## src/rtl/hft_pkg.sv

```systemverilog
// Shared types and constants for the quoting path (inventory tracker,
// order quantity, future P&L accumulators).
package hft_pkg;

  // Fill direction as presented by the execution interface.
  typedef enum logic {
    SIDE_BUY  = 1'b0,
    SIDE_SELL = 1'b1
  } side_e;

  // Inventory tracker control states.
  typedef enum logic {
    S_RUN   = 1'b0,
    S_CLEAR = 1'b1
  } inv_state_e;

  // Signed net position word, shared with order_quantity.
  typedef logic signed [63:0] inventory_t;

  localparam inventory_t INV_MAX = 64'sh7FFF_FFFF_FFFF_FFFF;
  localparam inventory_t INV_MIN = 64'sh8000_0000_0000_0000;

endpackage

```

## src/rtl/inventory_tracker_if.sv

```systemverilog
// Fill handshake between the execution interface (master) and the
// inventory tracker (slave).
interface inventory_tracker_if #(
  parameter int QTY_W = 32
);
  logic             i_fill_valid;
  logic             o_fill_ready;
  logic             i_fill_side;
  logic [QTY_W-1:0] i_fill_qty;

  modport master (
    output i_fill_valid,
    output i_fill_side,
    output i_fill_qty,
    input  o_fill_ready
  );

  modport slave (
    input  i_fill_valid,
    input  i_fill_side,
    input  i_fill_qty,
    output o_fill_ready
  );
endinterface

```

## src/rtl/sat_add64.sv

```systemverilog
// Saturating add of a signed 64-bit base and a signed 65-bit delta.
// The sum is formed at 66 bits so any 65-bit delta fits without wrap;
// out-of-range results clamp to the 64-bit signed limits.
module sat_add64
  import hft_pkg::*;
(
  input  inventory_t         base_i,
  input  logic signed [64:0] delta_i,
  output inventory_t         sum_o,
  output logic               ovf_o
);

  logic signed [65:0] wide_s;

  // Wide sum, then clamp when the top three bits disagree (out of 64-bit range).
  always_comb begin
    wide_s = $signed({{2{base_i[63]}}, base_i}) + $signed({delta_i[64], delta_i});
    if ((wide_s[65:63] == 3'b000) || (wide_s[65:63] == 3'b111)) begin
      sum_o = wide_s[63:0];
      ovf_o = 1'b0;
    end else if (wide_s[65] == 1'b0) begin
      sum_o = INV_MAX;
      ovf_o = 1'b1;
    end else begin
      sum_o = INV_MIN;
      ovf_o = 1'b1;
    end
  end

endmodule

```

## src/rtl/inventory_tracker.sv

```systemverilog
// Net inventory tracker: accepts fills into a one-deep stage register,
// applies them with saturating arithmetic on the next edge, and publishes
// the registered position plus limit/saturation flags and a fill count.
module inventory_tracker
  import hft_pkg::*;
#(
  parameter int         QTY_W     = 32,
  parameter inventory_t POS_LIMIT = 64'sd10000
) (
  input  logic                i_clk,
  input  logic                i_rst_n,
  inventory_tracker_if.slave  fill,
  input  logic                i_clear,
  output inventory_t          o_inventory_state,
  output logic                o_inventory_valid,
  output logic                o_long_limit,
  output logic                o_short_limit,
  output logic                o_sat_err,
  output logic [31:0]         o_fill_count
);

  inv_state_e       state_q;
  logic             stage_vld_q;
  side_e            stage_side_q;
  logic [QTY_W-1:0] stage_qty_q;
  inventory_t       inv_q;
  logic             valid_q;
  logic             long_q;
  logic             short_q;
  logic             sat_q;
  logic [31:0]      count_q;

  logic signed [64:0] qty_ext_s;
  logic signed [64:0] delta_s;
  inventory_t         inv_d;
  logic               ovf_s;
  logic               long_d;
  logic               short_d;
  logic               accept_s;

  // Clear is gated in combinationally so no fill is taken on the flush edge.
  assign fill.o_fill_ready = i_rst_n & (state_q == S_RUN) & ~i_clear;
  assign accept_s          = fill.i_fill_valid & fill.o_fill_ready;

  // Signed delta from the staged fill: buy adds, sell subtracts.
  always_comb begin
    qty_ext_s = $signed(65'(stage_qty_q));
    if (stage_side_q == SIDE_SELL) begin
      delta_s = -qty_ext_s;
    end else begin
      delta_s = qty_ext_s;
    end
  end

  sat_add64 u_sat_add64 (
    .base_i  (inv_q),
    .delta_i (delta_s),
    .sum_o   (inv_d),
    .ovf_o   (ovf_s)
  );

  // Limit flags evaluated on the value about to be written.
  always_comb begin
    long_d  = (inv_d >= POS_LIMIT);
    short_d = (inv_d <= -POS_LIMIT);
  end

  // Control FSM, stage register and all published outputs.
  always_ff @(posedge i_clk) begin
    if (!i_rst_n) begin
      state_q      <= S_RUN;
      stage_vld_q  <= 1'b0;
      stage_side_q <= SIDE_BUY;
      stage_qty_q  <= '0;
      inv_q        <= 64'sd0;
      valid_q      <= 1'b0;
      long_q       <= 1'b0;
      short_q      <= 1'b0;
      sat_q        <= 1'b0;
      count_q      <= 32'd0;
    end else begin
      valid_q <= 1'b0;
      case (state_q)
        S_RUN: begin
          if (i_clear) begin
            // Flush wins over any staged fill; publish the zero once.
            state_q     <= S_CLEAR;
            stage_vld_q <= 1'b0;
            inv_q       <= 64'sd0;
            long_q      <= 1'b0;
            short_q     <= 1'b0;
            sat_q       <= 1'b0;
            count_q     <= 32'd0;
            valid_q     <= 1'b1;
          end else begin
            stage_vld_q <= accept_s;
            if (accept_s) begin
              stage_side_q <= side_e'(fill.i_fill_side);
              stage_qty_q  <= fill.i_fill_qty;
            end
            if (stage_vld_q) begin
              inv_q   <= inv_d;
              long_q  <= long_d;
              short_q <= short_d;
              sat_q   <= sat_q | ovf_s;
              count_q <= count_q + 32'd1;
              valid_q <= 1'b1;
            end
          end
        end
        S_CLEAR: begin
          state_q     <= S_RUN;
          stage_vld_q <= 1'b0;
        end
        default: begin
          state_q     <= S_RUN;
          stage_vld_q <= 1'b0;
        end
      endcase
    end
  end

  assign o_inventory_state = inv_q;
  assign o_inventory_valid = valid_q;
  assign o_long_limit      = long_q;
  assign o_short_limit     = short_q;
  assign o_sat_err         = sat_q;
  assign o_fill_count      = count_q;

endmodule

```

## src/flat_wrapper.sv

```systemverilog
// flat-port wrapper written by rule: the top's interface ports become plain ports
module inventory_tracker_flat import hft_pkg::*;
#(
  parameter int         QTY_W     = 32,
  parameter inventory_t POS_LIMIT = 64'sd10000
)
  (i_clk, i_rst_n, i_clear, o_inventory_state, o_inventory_valid, o_long_limit, o_short_limit, o_sat_err, o_fill_count, fill_i_fill_valid, fill_i_fill_side, fill_i_fill_qty, fill_o_fill_ready);
  inventory_tracker_if #(.QTY_W(QTY_W)) fill_i ();
  input  logic i_clk;
  input  logic i_rst_n;
  input  logic i_clear;
  output inventory_t o_inventory_state;
  output logic o_inventory_valid;
  output logic o_long_limit;
  output logic o_short_limit;
  output logic o_sat_err;
  output logic [31:0] o_fill_count;
  input wire logic [$bits(fill_i.i_fill_valid)-1:0] fill_i_fill_valid;
  input wire logic [$bits(fill_i.i_fill_side)-1:0] fill_i_fill_side;
  input wire logic [$bits(fill_i.i_fill_qty)-1:0] fill_i_fill_qty;
  output wire logic [$bits(fill_i.o_fill_ready)-1:0] fill_o_fill_ready;
  assign fill_i.i_fill_valid = fill_i_fill_valid;
  assign fill_i.i_fill_side = fill_i_fill_side;
  assign fill_i.i_fill_qty = fill_i_fill_qty;
  assign fill_o_fill_ready = fill_i.o_fill_ready;
  inventory_tracker #(.QTY_W(QTY_W), .POS_LIMIT(POS_LIMIT)) u_core (.i_clk(i_clk), .i_rst_n(i_rst_n), .fill(fill_i), .i_clear(i_clear), .o_inventory_state(o_inventory_state), .o_inventory_valid(o_inventory_valid), .o_long_limit(o_long_limit), .o_short_limit(o_short_limit), .o_sat_err(o_sat_err), .o_fill_count(o_fill_count));
endmodule
```

## config.mk

```make
export PLATFORM = sky130hd
export DESIGN_NAME = inventory_tracker_flat
export DESIGN_NICKNAME = d
export VERILOG_FILES = /design/src/rtl/hft_pkg.sv /design/src/rtl/inventory_tracker_if.sv /design/src/rtl/sat_add64.sv /design/src/rtl/inventory_tracker.sv /design/src/flat_wrapper.sv
export SDC_FILE = /design/constraint.sdc
export NUM_CORES = 1
export LEC_CHECK = 0
export BUFFER_PORTS_ARGS = -buffer_cell sky130_fd_sc_hd__buf_2
export CORE_MARGIN = 2
export CORE_UTILIZATION = 55
export DETAILED_ROUTE_END_ITERATION = 10
export GPL_ROUTABILITY_DRIVEN = 0
export PLACE_DENSITY = 0.73
export SLEW_MARGIN = 20
export SYNTH_ARGS = -nofsm -noshare
export SYNTH_HDL_FRONTEND = slang
export SYNTH_SLANG_ARGS = --single-unit
```

## constraint.sdc

```tcl
create_clock -name i_clk -period 7.19 [get_ports i_clk]
set_clock_uncertainty 0.05 [all_clocks]
set_input_delay 1.438 -clock i_clk [delete_from_list [all_inputs] [get_ports i_clk]]
set_output_delay 1.438 -clock i_clk [all_outputs]
set_load 0.05 [all_outputs]
```

## Word level (Yosys, flattened, before mapping)

Cells that the tools add are included.

- Input port bits: 37
- Latch bits: 0
- Output and inout bits: 101
- Memories: 0
- Bits in writable memories: 0
- Flip-flop bits (word level): 135
- Bits in read-only memories: 0

- Add/subtract/negate cells: 3
- Reductions and logical operators: 6
- Muxes and demuxes: 20
- Bitwise operators: 7
- Shift operators: 0
- Div/mod/pow operators: 0
- Order comparisons: 2
- Eq/ne operators: 1
- Multipliers: 0

Operators with widths:

| cell | number |
|---|---|
| two-way mux 64 bit | 4 |
| adder 64 x 65 -> 66 bit | 1 |
| two-way mux 65 bit | 1 |
| negation 32 -> 65 bit | 1 |
| greater-or-equal comparator 64 x 15 -> 1 bit (second input constant) | 1 |
| <= comparator 64 x 15 -> 1 bit (second input constant) | 1 |
| two-way mux 32 bit | 2 |
| adder 32 x 1 -> 32 bit (second input constant) | 1 |
| two-way mux 1 bit | 11 |
| case mux 1 bit (2 select lines) | 2 |
| AND 1 bit | 3 |
| == test 3 bit (second input constant) | 1 |
| logical NOT 3 bit | 1 |
| inverter 1 bit | 3 |
| AND reduction 3 bit | 1 |
| AND reduction 2 bit | 1 |
| nonzero test 2 bit | 1 |
| OR reduction 2 bit | 1 |
| logical OR 1 bit | 1 |
| OR 1 bit | 1 |

## Logic depth before layout (Yosys ltp)

- Depth in word-level cells: 9
- Depth in mapped cells: 26
- Mapped depth without buffers: 25

## Cells and area by module

From an unflattened synthesis, not the netlist that was laid out.

- Cell total of the unflattened synthesis: 1443
- Area total of the unflattened synthesis: 10886.7 um^2

Modules (own cells, without submodules):

| module | seq. area each (um^2) | cells each | times used | area an instance (um^2) |
|---|---|---|---|---|
| inventory_tracker | 2702.6 | 743 | 1 | 6540.0 |
| sat_add64 | 0.0 | 700 | 1 | 4346.7 |

## Worst setup path before layout

No wires, ideal clock.

- Path type: register -> register
- Start point: reg u_core.stage_qty_q[10]
- End point: reg u_core.long_q, in the netlist u_core.o_long_limit
- Setup slack: 1.463 ns
- Stages on the path, launching flop included: 25
- Data arrival time: 5.543 ns
- Setup time: 0.134 ns
- Path buffers: 1
- Required time: 7.006 ns
- Period minus slack after synthesis: 5.727 ns
- Cells stage by stage: dfxtp_1 -> or4_1 -> nor4_2 -> nand2b_1 -> or3_1 -> or3_1 -> or4_4 -> nor4_1 -> ha_1 -> nand2_1 -> o21ai_0 -> ha_1 -> a21oi_1 -> o21ai_0 -> a21oi_1 -> nand2_1 -> o2111a_1 -> or4_4 -> and3_4 -> or2_1 -> buf_6 -> nand2_2 -> nand4b_1 -> nor4_1 -> a31oi_1

- Cells in the longest elaborated chain, start to end: 9
- Elaborated cells on any way between the ends: 11
- Classes of those cells: 2 x add/sub; 1 x order compare; 1 x eq/ne; 5 x mux; 2 x reduce/logical

Ends and longest elaborated chain:

| element | RTL line | RTL |
|---|---|---|
| start, declared | inventory_tracker.sv:25 | `logic [QTY_W-1:0] stage_qty_q;` |
| start signal, assigned | inventory_tracker.sv:99 | `stage_qty_q <= fill.i_fill_qty;` |
| negation 32 -> 65 bit | inventory_tracker.sv:49 | `delta_s = -qty_ext_s;` |
| two-way mux 65 bit * | inventory_tracker.sv:48 | `if (stage_side_q == SIDE_SELL) begin` |
| adder 64 x 65 -> 66 bit * | sat_add64.sv:17 | `wide_s = $signed({{2{base_i[63]}}, base_i}) + $signed({delta_i[64], delta_i});` |
| == test 3 bit / logical NOT 3 bit (equally long branches) | sat_add64.sv:18 | `if ((wide_s[65:63] == 3'b000) \|\| (wide_s[65:63] == 3'b111)) begin` |
| logical OR 1 bit | sat_add64.sv:18 |  |
| two-way mux 64 bit * | sat_add64.sv:18 |  |
| greater-or-equal comparator 64 x 15 -> 1 bit * | inventory_tracker.sv:64 | `long_d = (inv_d >= POS_LIMIT);` |
| two-way mux 1 bit * | inventory_tracker.sv:101 | `if (stage_vld_q) begin` |
| two-way mux 1 bit * | inventory_tracker.sv:85 | `if (i_clear) begin` |
| end signal, assigned | inventory_tracker.sv:103 | `long_q <= long_d;` |
| end, declared | inventory_tracker.sv:28 | `logic long_q;` |

Mark *: on every way between the ends. The rest lies on a longest branch, timed or not. The select of a mux whose other input is x is not followed.
A chain may end at the register's enable or synchronous reset.

## Final worst setup path

- Start point: reg u_core.stage_qty_q[10]
- End point: reg u_core.short_q, in the netlist u_core.o_short_limit

- Cells in the longest elaborated chain, start to end: 9
- Elaborated cells on any way between the ends: 11
- Classes of those cells: 2 x add/sub; 1 x order compare; 1 x eq/ne; 5 x mux; 2 x reduce/logical

Ends and longest elaborated chain:

| element | RTL line | RTL |
|---|---|---|
| negation 32 -> 65 bit | inventory_tracker.sv:49 |  |
| two-way mux 65 bit * | inventory_tracker.sv:48 |  |
| adder 64 x 65 -> 66 bit * | sat_add64.sv:17 |  |
| == test 3 bit / logical NOT 3 bit (equally long branches) | sat_add64.sv:18 |  |
| logical OR 1 bit | sat_add64.sv:18 |  |
| two-way mux 64 bit * | sat_add64.sv:18 |  |
| <= comparator 64 x 15 -> 1 bit * | inventory_tracker.sv:65 | `short_d = (inv_d <= -POS_LIMIT);` |
| two-way mux 1 bit * | inventory_tracker.sv:101 |  |
| two-way mux 1 bit * | inventory_tracker.sv:85 |  |
| end signal, assigned | inventory_tracker.sv:104 | `short_q <= short_d;` |
| end, declared | inventory_tracker.sv:29 | `logic short_q;` |

Marks and branches as above.

==> impl_metrics.py <==
metrics = {
    "power_and_ir_drop": {
        "ir_drop_uv": 160,
        "p_leak_nw": 5.14,
        "power.density_nw_per_um2": 162,
    },
    "setup_path": {
        "startpoint": "u_core.stage_qty_q[10]$_SDFFE_PN0P_",
        "crit_path_end_kind": "register",
        "crit_fanout": 30,
        "critPathTopFamily": "simple AND/OR/NAND/NOR gates",
        "worst_r2r_endpoint": "u_core.o_short_limit$_SDFFE_PN0P_",
        "worstSetupStartpointType": "register",
        "slowest_delay_ps": 610,
        "r2r_start": "u_core.stage_qty_q[10]$_SDFFE_PN0P_",
        "crit_cells": 21,
        "path_cells": "or4_1, nor4_2, nand2b_1, or3_1, or3_1, or4_4, nor2_4, nor2_1, ha_1, nand2_1, o21ai_0, a22o_1, o21ai_0, and3b_1, a211oi_4, a21oi_1, nor2_4, buf_4, a31o_1, nand4_1, mux2i_1",
        "ff2ff_setup_slack_ps": 350,
        "crit_slowest_cell": "or4_1",
        "path_class": "reg -> reg",
        "r2r_cells": 21,
        "critPathArrivalTime_ps": 7100,
        "endpoint": "u_core.o_short_limit$_SDFFE_PN0P_",
        "worst-path-buf-inv": 1,
        "crit_required_ps": 7440,
    },
    "cts": {
        "cts_root_buf": "clkbuf_16",
        "cts.sinks": 135,
        "cts_tree": "yes",
        "htreeDepth": 4,
        "cts_buffers": 17,
        "path_clk_slew_ps": 70,
        "cts_buffer_depth": 2,
        "clk_latency_ps": 430,
    },
    "layout": {
        "regArea_um2": 2700,
        "synthToLayoutAreaGrowth_pct": 12.6,
        "drive_above_1_share_pct": 13.6,
        "layout_common_cells": "nand2_1 (240), nor2_1 (146), buf_2 (137)",
        "fillers": 1804,
        "final_util_pct": 63.3,
        "mostFrequentLayoutCell": "nand2_1",
        "multi_input_area_um2": 7800,
        "final_nets": 1699,
        "design_area_um2": 12300,
        "antenna_cells": 0,
    },
    "sta": {
        "post-route-min-period_ps": 6840,
        "hold_viol": 0,
        "relSlewSlack_pct": 37.2,
        "setup_slack_ps": 346,
        "whs_ps": 425,
        "tns_ps": 0,
        "timing.fmax_ghz": 0.146,
        "finalCritPeriodShare_pct": 95.2,
        "worst_slew_pin_slew_ps": 941,
        "maxSlewViolCount": 0,
        "rsz0062_at_grt": "no",
        "setup_viol": 0,
    },
    "floorplan": {
        "start_util_pct": 56.2,
        "die_width_um": 145,
        "die-area_um2": 21000,
        "coreArea_um2": 19500,
        "num_io_pins": 138,
        "row_count": 51,
        "chipHeight_um": 145,
    },
    "synth": {
        "yosys_warnings": 0,
        "synth_compound_area_share_pct": 26.9,
        "syn_inst": 1507,
        "synth_xor_xnor_area_share_pct": 9.77,
        "yosysUniqueCellTypes": 83,
        "yosysTopAreaCell": "dfxtp_1",
        "synth_mux_area_share_pct": 0.274,
        "seq_area_frac_synth_pct": 24.7,
        "synth_area_leaders": "dfxtp_1 (25%), nand2_1 (8.2%), ha_1 (7.8%)",
        "syn_area_um2": 10900,
        "synth_top_flop_cell": "dfxtp_1",
        "ys_ff_latch": 135,
        "syn_nets": 1613,
        "synth_edf_count": 0,
        "syn_avg_cell_area_um2": 7.26,
        "synth-simple-area-share_pct": 26.2,
        "async_reset_ff_share_pct": 0,
        "yosysTopAreaCellShare_pct": 24.7,
        "synth_top_family_by_area": "compound AO/OA/AOI/OAI gates",
        "synthAdderAreaFrac_pct": 7.96,
    },
    "routing": {
        "via_per_inst": 6.24,
        "wl_mm": 34.6,
        "dr.pass1.iters": 9,
        "drt_iter0_markers": 1301,
        "wl_per_cell_um": 18.5,
        "antenna_left": 0,
        "vias": 11700,
        "route.detailed.drc": 0,
    },
    "global_route": {
        "globalRouteOverflowTotal": 0,
        "grt_pass1_wl_mm": 55.6,
        "grt_max_degree": 109,
        "antenna_found_initial": 0,
        "grtUsageMet3_pct": 5.66,
        "met1_usage_pct": 43.1,
        "grtUsageTotal_pct": 32.2,
        "busiest_layer": "met2",
        "gr-usage-met2_pct": 50.6,
        "grt_pass1_vias": 10800,
    },
    "placed_design": {
        "port_buffers": 137,
        "dp_hpwl_mm": 26.3,
        "pre_cts_slack_ps": 373,
        "place_area_um2": 11700,
    },
    "min_path": {
        "min_path_type": "reg -> reg",
    },
    "flow_run": {
        "cap_viol_max_count": 0,
    },
    "run_status": {
        "status": "finished, final reports clean",
    },
}
==> synthesized netlist by cell type (4+ instances only) <==
library cell	n
nand2_1	240
nor2_1	146
dfxtp_1	135
o21ai_0	127
a21oi_1	119
a21boi_0	75
ha_1	68
xnor2_1	62
xor2_1	60
clkbuf_1	53
nand4_1	44
nand3_1	30
and2_1	25
buf_2	22
inv_1	21
a21o_1	18
o21ai_1	18
or3_1	15
and3_1	14
nor3_1	14
a22oi_1	13
a31oi_1	13
nor4_1	13
and4_1	12
o21a_1	12
nor2b_1	11
o31ai_1	8
o21bai_1	7
nand2b_1	6
o211ai_1	6
a211oi_1	5
nand4b_1	5
o41ai_1	5
buf_6	4
or2_2	4
or4_1	4
==> cells by family (layout without fill, tap and decap cells) <==
| group | count (synthesis) | count (layout) |
|---|---|---|
| and+or+nand+nor | 605 | 605 |
| AOI/OAI and AO/OA | 468 | 468 |
| DFF | 135 | 135 |
| xor gates and xnor gates | 122 | 122 |
| buffers and inverters | 105 | 204 |
| adders and majority gates | 69 | 69 |
| muxes | 3 | 3 |
==> per-layer routing <==
| layer | part of all wire [%] | wire length [µm] | up-vias |
|---|---|---|---|
| li1 | - | - | 5556 |
| met1 | 42 | 14700 | 5383 |
| met5 | 0 | 0 | - |
| met4 | 4.6 | 1590 | 0 |
| met2 | 44 | 15300 | 616 |
| met3 | 8.8 | 3040 | 129 |
==> sequential cells by signal, summed over array words and instances, names as in the netlist <==
name                      flops
u_core.o_fill_count          32
u_core.state_q                1
u_core.o_sat_err              1
u_core.stage_vld_q            1
u_core.stage_qty_q           32
u_core.stage_side_q           1
u_core.o_long_limit           1
u_core.o_inventory_state     64
u_core.o_inventory_valid      1
u_core.o_short_limit          1
==> how the worst min path moves through the flow <==
stage | start | cells past startpoint | end | slack [ps]
finish | u_core.stage_qty_q[1]$_SDFFE_PN0P_ | 2 | u_core.stage_qty_q[1]$_SDFFE_PN0P_ | 430
global route | u_core.stage_qty_q[1]$_SDFFE_PN0P_ | 2 | u_core.stage_qty_q[1]$_SDFFE_PN0P_ | 450
CTS | u_core.stage_qty_q[1]$_SDFFE_PN0P_ | 2 | u_core.stage_qty_q[1]$_SDFFE_PN0P_ | 430
detailed placement | u_core.o_sat_err$_SDFFE_PN0P_ | 2 | u_core.o_sat_err$_SDFFE_PN0P_ | 410
global placement | u_core.o_sat_err$_SDFFE_PN0P_ | 2 | u_core.o_sat_err$_SDFFE_PN0P_ | 400
floorplan | u_core.stage_qty_q[1]$_SDFFE_PN0P_ | 2 | u_core.stage_qty_q[1]$_SDFFE_PN0P_ | 390
==> stage by stage <==
step	total power [mW]	cells
final	2.00	1871
after global routing	2.06	1871
after CTS	2.00	1871
after detailed placement	1.06	1839
after global placement	1.06	1839
after floorplan	0.985	1507
==> power by group <==
| group | total, mW | switching [mW] | internal [mW] |
|---|---|---|---|
| registers | 0.767 | 0.00995 | 0.757 |
| clock network | 0.941 | 0.403 | 0.538 |
| logic | 0.289 | 0.197 | 0.0916 |
==> what timing repair did <==
item / CTS / global route
gates resized for setup: 0 / 5
setup endpoints to repair: 0 / 2
hold buffers: 0 / 0
buffers inserted: 0 / 0
==> worst min-delay path, cell delays in order (launching register included) <==
cell and delay (ps):
dfxtp_1 310, nand2_1 50, a21boi_0 70
==> layout make-up <==
| cell class | instances | area share (%) |
|---|---|---|
| inverter | 22 | 0.670 |
| clock inverter | 14 | 1.45 |
| multi-input combinational | 1267 | 63.3 |
| clock buffer | 18 | 3.57 |
| tap | 265 | 2.69 |
| timing repair buffer | 150 | 6.36 |
| sequential | 135 | 21.9 |
Power figures use the tool's default switching activity.
